--- config.mk ---
export PLATFORM = sky130hd
export DESIGN_NAME = exu_alu_iq
export DESIGN_NICKNAME = d
export VERILOG_FILES = /design/src/rtl/exu_alu_iq.sv
export SDC_FILE = /design/constraint.sdc
export NUM_CORES = 2
export LEC_CHECK = 0
export CAP_MARGIN = 20
export CELL_PAD_IN_SITES_DETAIL_PLACEMENT = 0
export CELL_PAD_IN_SITES_GLOBAL_PLACEMENT = 2
export CORE_MARGIN = 1
export CORE_UTILIZATION = 29
export CTS_BUF_LIST = sky130_fd_sc_hd__clkbuf_8
export CTS_CLUSTER_SIZE = 12
export DETAILED_ROUTE_END_ITERATION = 7
export HOLD_SLACK_MARGIN = 0.03
export PLACE_DENSITY_LB_ADDON = 0.1
export SYNTH_ARGS = -nofsm -noshare
export SYNTH_HDL_FRONTEND = slang
export SYNTH_SLANG_ARGS = --single-unit
export TNS_END_PERCENT = 20
--- constraint.sdc ---
create_clock -name clk -period 26.1 [get_ports clk]
set_input_delay 5.22 -clock clk [delete_from_list [all_inputs] [get_ports clk]]
set_output_delay 5.22 -clock clk [all_outputs]
set_load 0.005 [all_outputs]
--- src/rtl/exu_alu_iq.sv ---
// ---------------------------------------------------------------------------
// mercury_pkg / exu_alu_iq
//
// Purpose: ALU issue queue for the execute unit. Holds up to DEPTH dispatched
// ALU micro-ops in age order (index 0 oldest), wakes waiting sources from the
// local s1 writeback and an external writeback bus, issues the oldest ready
// entry to the combinational ALU (s0) and registers its result into the s1
// writeback stage.
//
// Ports:
//   clk, rst                  clock, synchronous active-high reset
//   flush                     drop all queued entries and the s1 result
//   enq_*                     dispatch handshake and micro-op fields
//   wb_ext_valid/tag/data     writeback from another execute unit
//   s0_valid/alu_op/operandA/B  issue to the ALU (combinational from state)
//   s0_alu_result             ALU result for the current s0 operands
//   s1_wb_valid/tag/data      registered writeback (also local wakeup bus)
// ---------------------------------------------------------------------------
package mercury_pkg;
  typedef enum logic [3:0] {
    ALU_ADD = 4'd0,
    ALU_SUB = 4'd1,
    ALU_AND = 4'd2,
    ALU_OR  = 4'd3,
    ALU_XOR = 4'd4,
    ALU_SLL = 4'd5,
    ALU_SRL = 4'd6,
    ALU_SLT = 4'd7
  } alu_op_t;
endpackage

module exu_alu_iq
  import mercury_pkg::*;
#(
  parameter int DEPTH = 4,
  parameter int TAG_W = 6
) (
  input  logic             clk,
  input  logic             rst,
  input  logic             flush,
  input  logic             enq_valid,
  output logic             enq_ready,
  input  alu_op_t          enq_alu_op,
  input  logic [TAG_W-1:0] enq_dst_tag,
  input  logic             enq_srcA_rdy,
  input  logic             enq_srcB_rdy,
  input  logic [TAG_W-1:0] enq_srcA_tag,
  input  logic [TAG_W-1:0] enq_srcB_tag,
  input  logic [63:0]      enq_srcA_data,
  input  logic [63:0]      enq_srcB_data,
  input  logic             wb_ext_valid,
  input  logic [TAG_W-1:0] wb_ext_tag,
  input  logic [63:0]      wb_ext_data,
  output logic             s0_valid,
  output alu_op_t          s0_alu_op,
  output logic [63:0]      s0_alu_operandA,
  output logic [63:0]      s0_alu_operandB,
  input  logic [63:0]      s0_alu_result,
  output logic             s1_wb_valid,
  output logic [TAG_W-1:0] s1_wb_tag,
  output logic [63:0]      s1_wb_data
);

  localparam int IDX_W = (DEPTH > 1) ? $clog2(DEPTH) : 1;
  localparam int CNT_W = $clog2(DEPTH + 1);
  localparam logic [CNT_W-1:0] DEPTH_C = CNT_W'(DEPTH);

  typedef struct packed {
    logic             rdy;
    logic [TAG_W-1:0] tag;
    logic [63:0]      data;
  } src_t;

  typedef struct packed {
    logic             vld;
    alu_op_t          op;
    logic [TAG_W-1:0] dst;
    src_t             a;
    src_t             b;
  } ent_t;

  ent_t             r_q [DEPTH];
  logic [CNT_W-1:0] r_count;
  logic             r_s1_valid;
  logic [TAG_W-1:0] r_s1_tag;
  logic [63:0]      r_s1_data;

  logic             w_sel_found;
  logic [IDX_W-1:0] w_sel_idx;
  logic             w_issue;
  logic             w_enq_fire;
  logic [CNT_W-1:0] w_enq_idx;
  logic [CNT_W-1:0] w_count_nxt;
  ent_t             w_enq_ent;
  ent_t             w_wk   [DEPTH];
  ent_t             w_up   [DEPTH];
  ent_t             w_nxt  [DEPTH];

  // A waiting source captures the matching bus value; the local s1 bus has
  // priority over the external bus when both carry the same tag.
  function automatic src_t wake(input src_t s,
                                input logic s1_v, input logic [TAG_W-1:0] s1_t,
                                input logic [63:0] s1_d,
                                input logic x_v, input logic [TAG_W-1:0] x_t,
                                input logic [63:0] x_d);
    src_t o;
    o = s;
    if (!s.rdy && s1_v && (s.tag == s1_t)) begin
      o.rdy  = 1'b1;
      o.data = s1_d;
    end else if (!s.rdy && x_v && (s.tag == x_t)) begin
      o.rdy  = 1'b1;
      o.data = x_d;
    end else begin
      o = s;
    end
    return o;
  endfunction

  assign enq_ready   = (r_count < DEPTH_C) & ~rst & ~flush;
  assign w_enq_fire  = enq_valid & enq_ready;
  assign s1_wb_valid = r_s1_valid;
  assign s1_wb_tag   = r_s1_tag;
  assign s1_wb_data  = r_s1_data;

  // Oldest-ready select; rdy bits are registered, so a source woken this
  // cycle only becomes selectable on the next one.
  always_comb begin
    w_sel_found = 1'b0;
    w_sel_idx   = '0;
    for (int i = DEPTH - 1; i >= 0; i--) begin
      if (r_q[i].vld && r_q[i].a.rdy && r_q[i].b.rdy) begin
        w_sel_found = 1'b1;
        w_sel_idx   = IDX_W'(i);
      end else begin
        w_sel_found = w_sel_found;
      end
    end
    w_issue = w_sel_found & ~rst & ~flush;
  end

  // Drive the ALU from the selected entry, zeros when idle.
  always_comb begin
    s0_valid        = w_issue;
    s0_alu_op       = ALU_ADD;
    s0_alu_operandA = 64'd0;
    s0_alu_operandB = 64'd0;
    if (w_issue) begin
      s0_alu_op       = r_q[w_sel_idx].op;
      s0_alu_operandA = r_q[w_sel_idx].a.data;
      s0_alu_operandB = r_q[w_sel_idx].b.data;
    end else begin
      s0_alu_op       = ALU_ADD;
    end
  end

  // Next queue image: wakeup, collapse over the issued slot, then append.
  always_comb begin
    w_enq_ent.vld = 1'b1;
    w_enq_ent.op  = enq_alu_op;
    w_enq_ent.dst = enq_dst_tag;
    w_enq_ent.a   = wake('{enq_srcA_rdy, enq_srcA_tag, enq_srcA_data},
                         r_s1_valid, r_s1_tag, r_s1_data,
                         wb_ext_valid, wb_ext_tag, wb_ext_data);
    w_enq_ent.b   = wake('{enq_srcB_rdy, enq_srcB_tag, enq_srcB_data},
                         r_s1_valid, r_s1_tag, r_s1_data,
                         wb_ext_valid, wb_ext_tag, wb_ext_data);
    // Space freed by an issue is reused by the append in the same cycle.
    w_enq_idx   = r_count - CNT_W'(w_issue);
    w_count_nxt = r_count + CNT_W'(w_enq_fire) - CNT_W'(w_issue);
    for (int i = 0; i < DEPTH; i++) begin
      w_wk[i]   = r_q[i];
      w_wk[i].a = wake(r_q[i].a, r_s1_valid, r_s1_tag, r_s1_data,
                       wb_ext_valid, wb_ext_tag, wb_ext_data);
      w_wk[i].b = wake(r_q[i].b, r_s1_valid, r_s1_tag, r_s1_data,
                       wb_ext_valid, wb_ext_tag, wb_ext_data);
    end
    for (int i = 0; i < DEPTH - 1; i++) begin
      w_up[i] = w_wk[i + 1];
    end
    w_up[DEPTH-1] = '0;
    for (int i = 0; i < DEPTH; i++) begin
      if (w_issue && (IDX_W'(i) >= w_sel_idx)) begin
        w_nxt[i] = w_up[i];
      end else begin
        w_nxt[i] = w_wk[i];
      end
      if (w_enq_fire && (CNT_W'(i) == w_enq_idx)) begin
        w_nxt[i] = w_enq_ent;
      end else begin
        w_nxt[i] = w_nxt[i];
      end
    end
  end

  // Queue storage and occupancy count.
  always_ff @(posedge clk) begin
    if (rst || flush) begin
      for (int i = 0; i < DEPTH; i++) begin
        r_q[i].vld <= 1'b0;
      end
      r_count <= '0;
    end else begin
      for (int i = 0; i < DEPTH; i++) begin
        r_q[i] <= w_nxt[i];
      end
      r_count <= w_count_nxt;
    end
  end

  // s1 writeback stage; tag/data hold while nothing issues.
  always_ff @(posedge clk) begin
    if (rst) begin
      r_s1_valid <= 1'b0;
      r_s1_tag   <= '0;
      r_s1_data  <= 64'd0;
    end else begin
      r_s1_valid <= w_issue & ~flush;
      if (w_issue) begin
        r_s1_tag  <= r_q[w_sel_idx].dst;
        r_s1_data <= s0_alu_result;
      end else begin
        r_s1_tag  <= r_s1_tag;
        r_s1_data <= r_s1_data;
      end
    end
  end

endmodule

==> flow_metrics.py <==
metrics = {
    "setup_path": {
        "cp-startpoint": "flush",
        "cp.buffers_inverters": 6,
        "rr_endpoint": "r_q[2][134]$_DFFE_PP_",
        "cp_max_fo": 110,
        "crit_end": "s0_alu_operandA[30]",
        "cp_slowest_stage_delay_ns": 0.69,
        "critPathTopFamily": "buffers and inverters",
        "rr_startpoint": "r_q[3][141]$_DFFE_PP_",
        "cp_slowest_cell": "nand2_1",
        "ff2ff_setup_slack_ns": 19.62,
        "worst-path-stages": 9,
        "cp.arrival_ns": 9.68,
        "cp-start-kind": "primary input",
        "worstPathRequired_ns": 20.88,
        "reg2reg_depth": 13,
        "crit_type": "in -> out",
        "cp_cell_sequence": "clkdlybuf4s50_1 -> or2_1 -> buf_4 -> inv_8 -> nand2_1 -> inv_8 -> buf_4 -> and3_1 -> clkdlybuf4s50_1",
        "end_kind": "output pin",
    },
    "synth": {
        "synth_area_sq_um": 49100,
        "yosys-top-cells-area": "edfxtp_1 (37%), nand2_1 (7.7%), mux2i_1 (6.6%), nor2_1 (3.9%), clkbuf_1 (3.8%)",
        "netlist.area_leader.share": 0.372,
        "synth-simple-area-share": 0.192,
        "muxShareOfSynthArea": 0.0784,
        "synth-seq-cells": 686,
        "synth-edff-count": 608,
        "synth_nets": 6011,
        "ys_warn_count": 0,
        "synth_top_family_by_area": "compound AO/OA/AOI/OAI gates",
        "synth_ff_type": "edfxtp_1",
        "synth_common_cells": "nand2_1 (1002), edfxtp_1 (608), nor2_1 (504)",
        "yosys.area.top_type": "edfxtp_1",
        "synthArstFlopShare": 0,
        "synth-seq-area-share": 0.404,
        "synth_xor_area_frac": 0.0226,
        "synth-adder-area-share": 0.000917,
        "ys_types": 73,
        "yosysMostFrequentCell": "nand2_1",
        "synth-compound-area-share": 0.241,
        "synthCells": 5717,
        "syn_area_per_cell_sq_um": 8.59,
    },
    "clocking": {
        "cts_tree": "built",
        "cts_setup_buffers": 0,
        "path_clk_slew_ns": 0.06,
        "clk_latency_ns": 0.94,
        "cts.sinks": 686,
        "htreeDepth": 4,
        "post_cts_resize_count": 0,
        "holdBufCountCts": 0,
        "root_buffer": "clkbuf_8",
        "clockBufferDepth": 3,
        "cts_buffers": 150,
    },
    "pwr": {
        "powerDensity_nw_per_um2": 46.2,
        "total_power_mw": 2.68,
        "ir_worst_vdd_v": 0.0000517,
        "p_leak_nw": 23.3,
    },
    "placement": {
        "place_congestion": 0.828,
        "placed_area_sq_um": 55200,
        "post-place-ws_ns": 11.16,
        "post-place-cells": 7847,
        "port-buffer-count": 495,
        "dp_hpwl_microns": 157000,
    },
    "floorplan": {
        "initial_core_util": 0.293,
        "core_area_sq_um": 168000,
        "io_pins": 496,
        "die_area_sq_um": 171000,
        "die_y_microns": 414,
        "die_w_microns": 414,
        "num_rows": 150,
    },
    "hold_path": {
        "hp-class": "reg -> reg",
    },
    "sta": {
        "hold_viol": 0,
        "slew_headroom": 0.197,
        "rsz0062_at_grt": "false",
        "max_freq_mhz": 67.1,
        "min_period_ns": 14.90,
        "timing.final.ws_setup_ns": 11.20,
        "tns_ns": 0,
        "hold_slack_ns": 0.499,
        "finClkSkew_ns": 0.0496,
        "min_period_over_period": 0.571,
        "worst_pin_slew_ns": 1.20,
        "drv_slew": 0,
        "report.final.setup_viol": 0,
    },
    "grt": {
        "grt_use_total": 0.304,
        "grt_pass1_wl_microns": 373000,
        "grt_max_degree": 156,
        "grt_pass1_vias": 47900,
        "grt_overflow": 0,
        "antenna_found_initial": 17,
    },
    "layout": {
        "utilization": 0.346,
        "layout-drive-gt1-share": 0.0760,
        "design_area_sq_um": 58000,
        "instances_no_fill": 8130,
        "nNetsFinal": 6089,
        "area_growth_pct": 18.1,
    },
    "routing": {
        "drt_iter0_markers": 5761,
        "dr.pass1.iters": 8,
        "wl_per_cell_microns": 33.0,
        "drc": 0,
        "ant_nets": 0,
        "routed_wl_microns": 268000,
        "routed_via_density": 6.06,
        "vias": 49300,
    },
    "job": {
        "cap_violations": 0,
    },
    "status": {
        "status": "completed",
    },
}
worst min path at each step:
| stage | from | to | slack [ns] | cells past startpoint |
|---|---|---|---|---|
| 2_1_floorplan | r_q[3][152]$_SDFFE_PN0P_ | r_q[3][152]$_SDFFE_PN0P_ | 0.45 | 2 |
| 3_3_place_gp | r_q[0][152]$_SDFFE_PN0P_ | r_q[0][152]$_SDFFE_PN0P_ | 0.49 | 2 |
| 3_5_place_dp | r_q[0][152]$_SDFFE_PN0P_ | r_q[0][152]$_SDFFE_PN0P_ | 0.48 | 2 |
| 4_1_cts | r_q[0][152]$_SDFFE_PN0P_ | r_q[0][152]$_SDFFE_PN0P_ | 0.49 | 2 |
| 5_1_grt | r_q[0][152]$_SDFFE_PN0P_ | r_q[0][152]$_SDFFE_PN0P_ | 0.51 | 2 |
| 6_report | r_q[0][152]$_SDFFE_PN0P_ | r_q[0][152]$_SDFFE_PN0P_ | 0.50 | 2 |
cells in the final DEF (no fill, tap or decap), types with 78 or more instances in the layout:
cell type	instances
nand3_1	307
mux2i_1	323
a22o_1	145
o221ai_1	206
nor2_1	498
edfxtp_1	608
inv_1	103
a31oi_1	81
o22ai_1	80
a21oi_1	251
a211o_1	112
and3_1	219
dfxtp_1	78
nand2_1	992
a221o_1	115
o21ai_0	240
clkbuf_8	163
buf_4	120
clkdlybuf4s50_1	494
a211oi_1	131
power by group:
group | internal [mW] | switching [mW] | total, mW
clock | 0.575 | 0.587 | 1.16
combinational | 0.112 | 0.157 | 0.270
sequential | 1.23 | 0.0179 | 1.25
worst register-to-register path, delay by kind of cell (launching register included):
family          cells  cell delay (ns)
buf+inv             4             2.60
simple gates        5             2.10
flops               1             0.57
compound gates      3             0.56
fa+ha+maj           1             0.41
logic make-up (layout without fill, tap and decap cells):
family	count (synthesis)	after routing
multiplexers	378	378
AND/OR/NAND/NOR	2179	2179
XOR/XNOR	127	127
other	0	6
flip-flops	686	686
buffers and inverters	719	922
AO/OA/AOI/OAI	1625	1625
adder cells (fa/ha/maj)	3	3
final cells by class:
cell class / instances / area (sq um)
inverters: 25 / 116
diodes: 6 / 15.0
flip-flops and latches: 686 / 19800
repair buffers: 620 / 5960
clock buffers: 163 / 2240
multi-input cells: 4312 / 26600
clock inverters: 114 / 509
well taps: 2204 / 2760
fillers: 17400 / 110000
state kept, by name, summed over array words and instances, names as in the netlist:
register	count
s1_wb_data	64
s1_wb_valid	1
s1_wb_tag	6
r_q	612
r_count	3
metal layers:
layer | vias to the layer above | part of all wire | GRT usage
met5 | - | 0.00015 | 0
met2 | 2545 | 0.46 | 0.487
met4 | 6 | 0.039 | 0.121
met3 | 444 | 0.073 | 0.0469
met1 | 24700 | 0.43 | 0.407
li1 | 21600 | - | -
No activity file was read; power rests on OpenSTA's default activity.
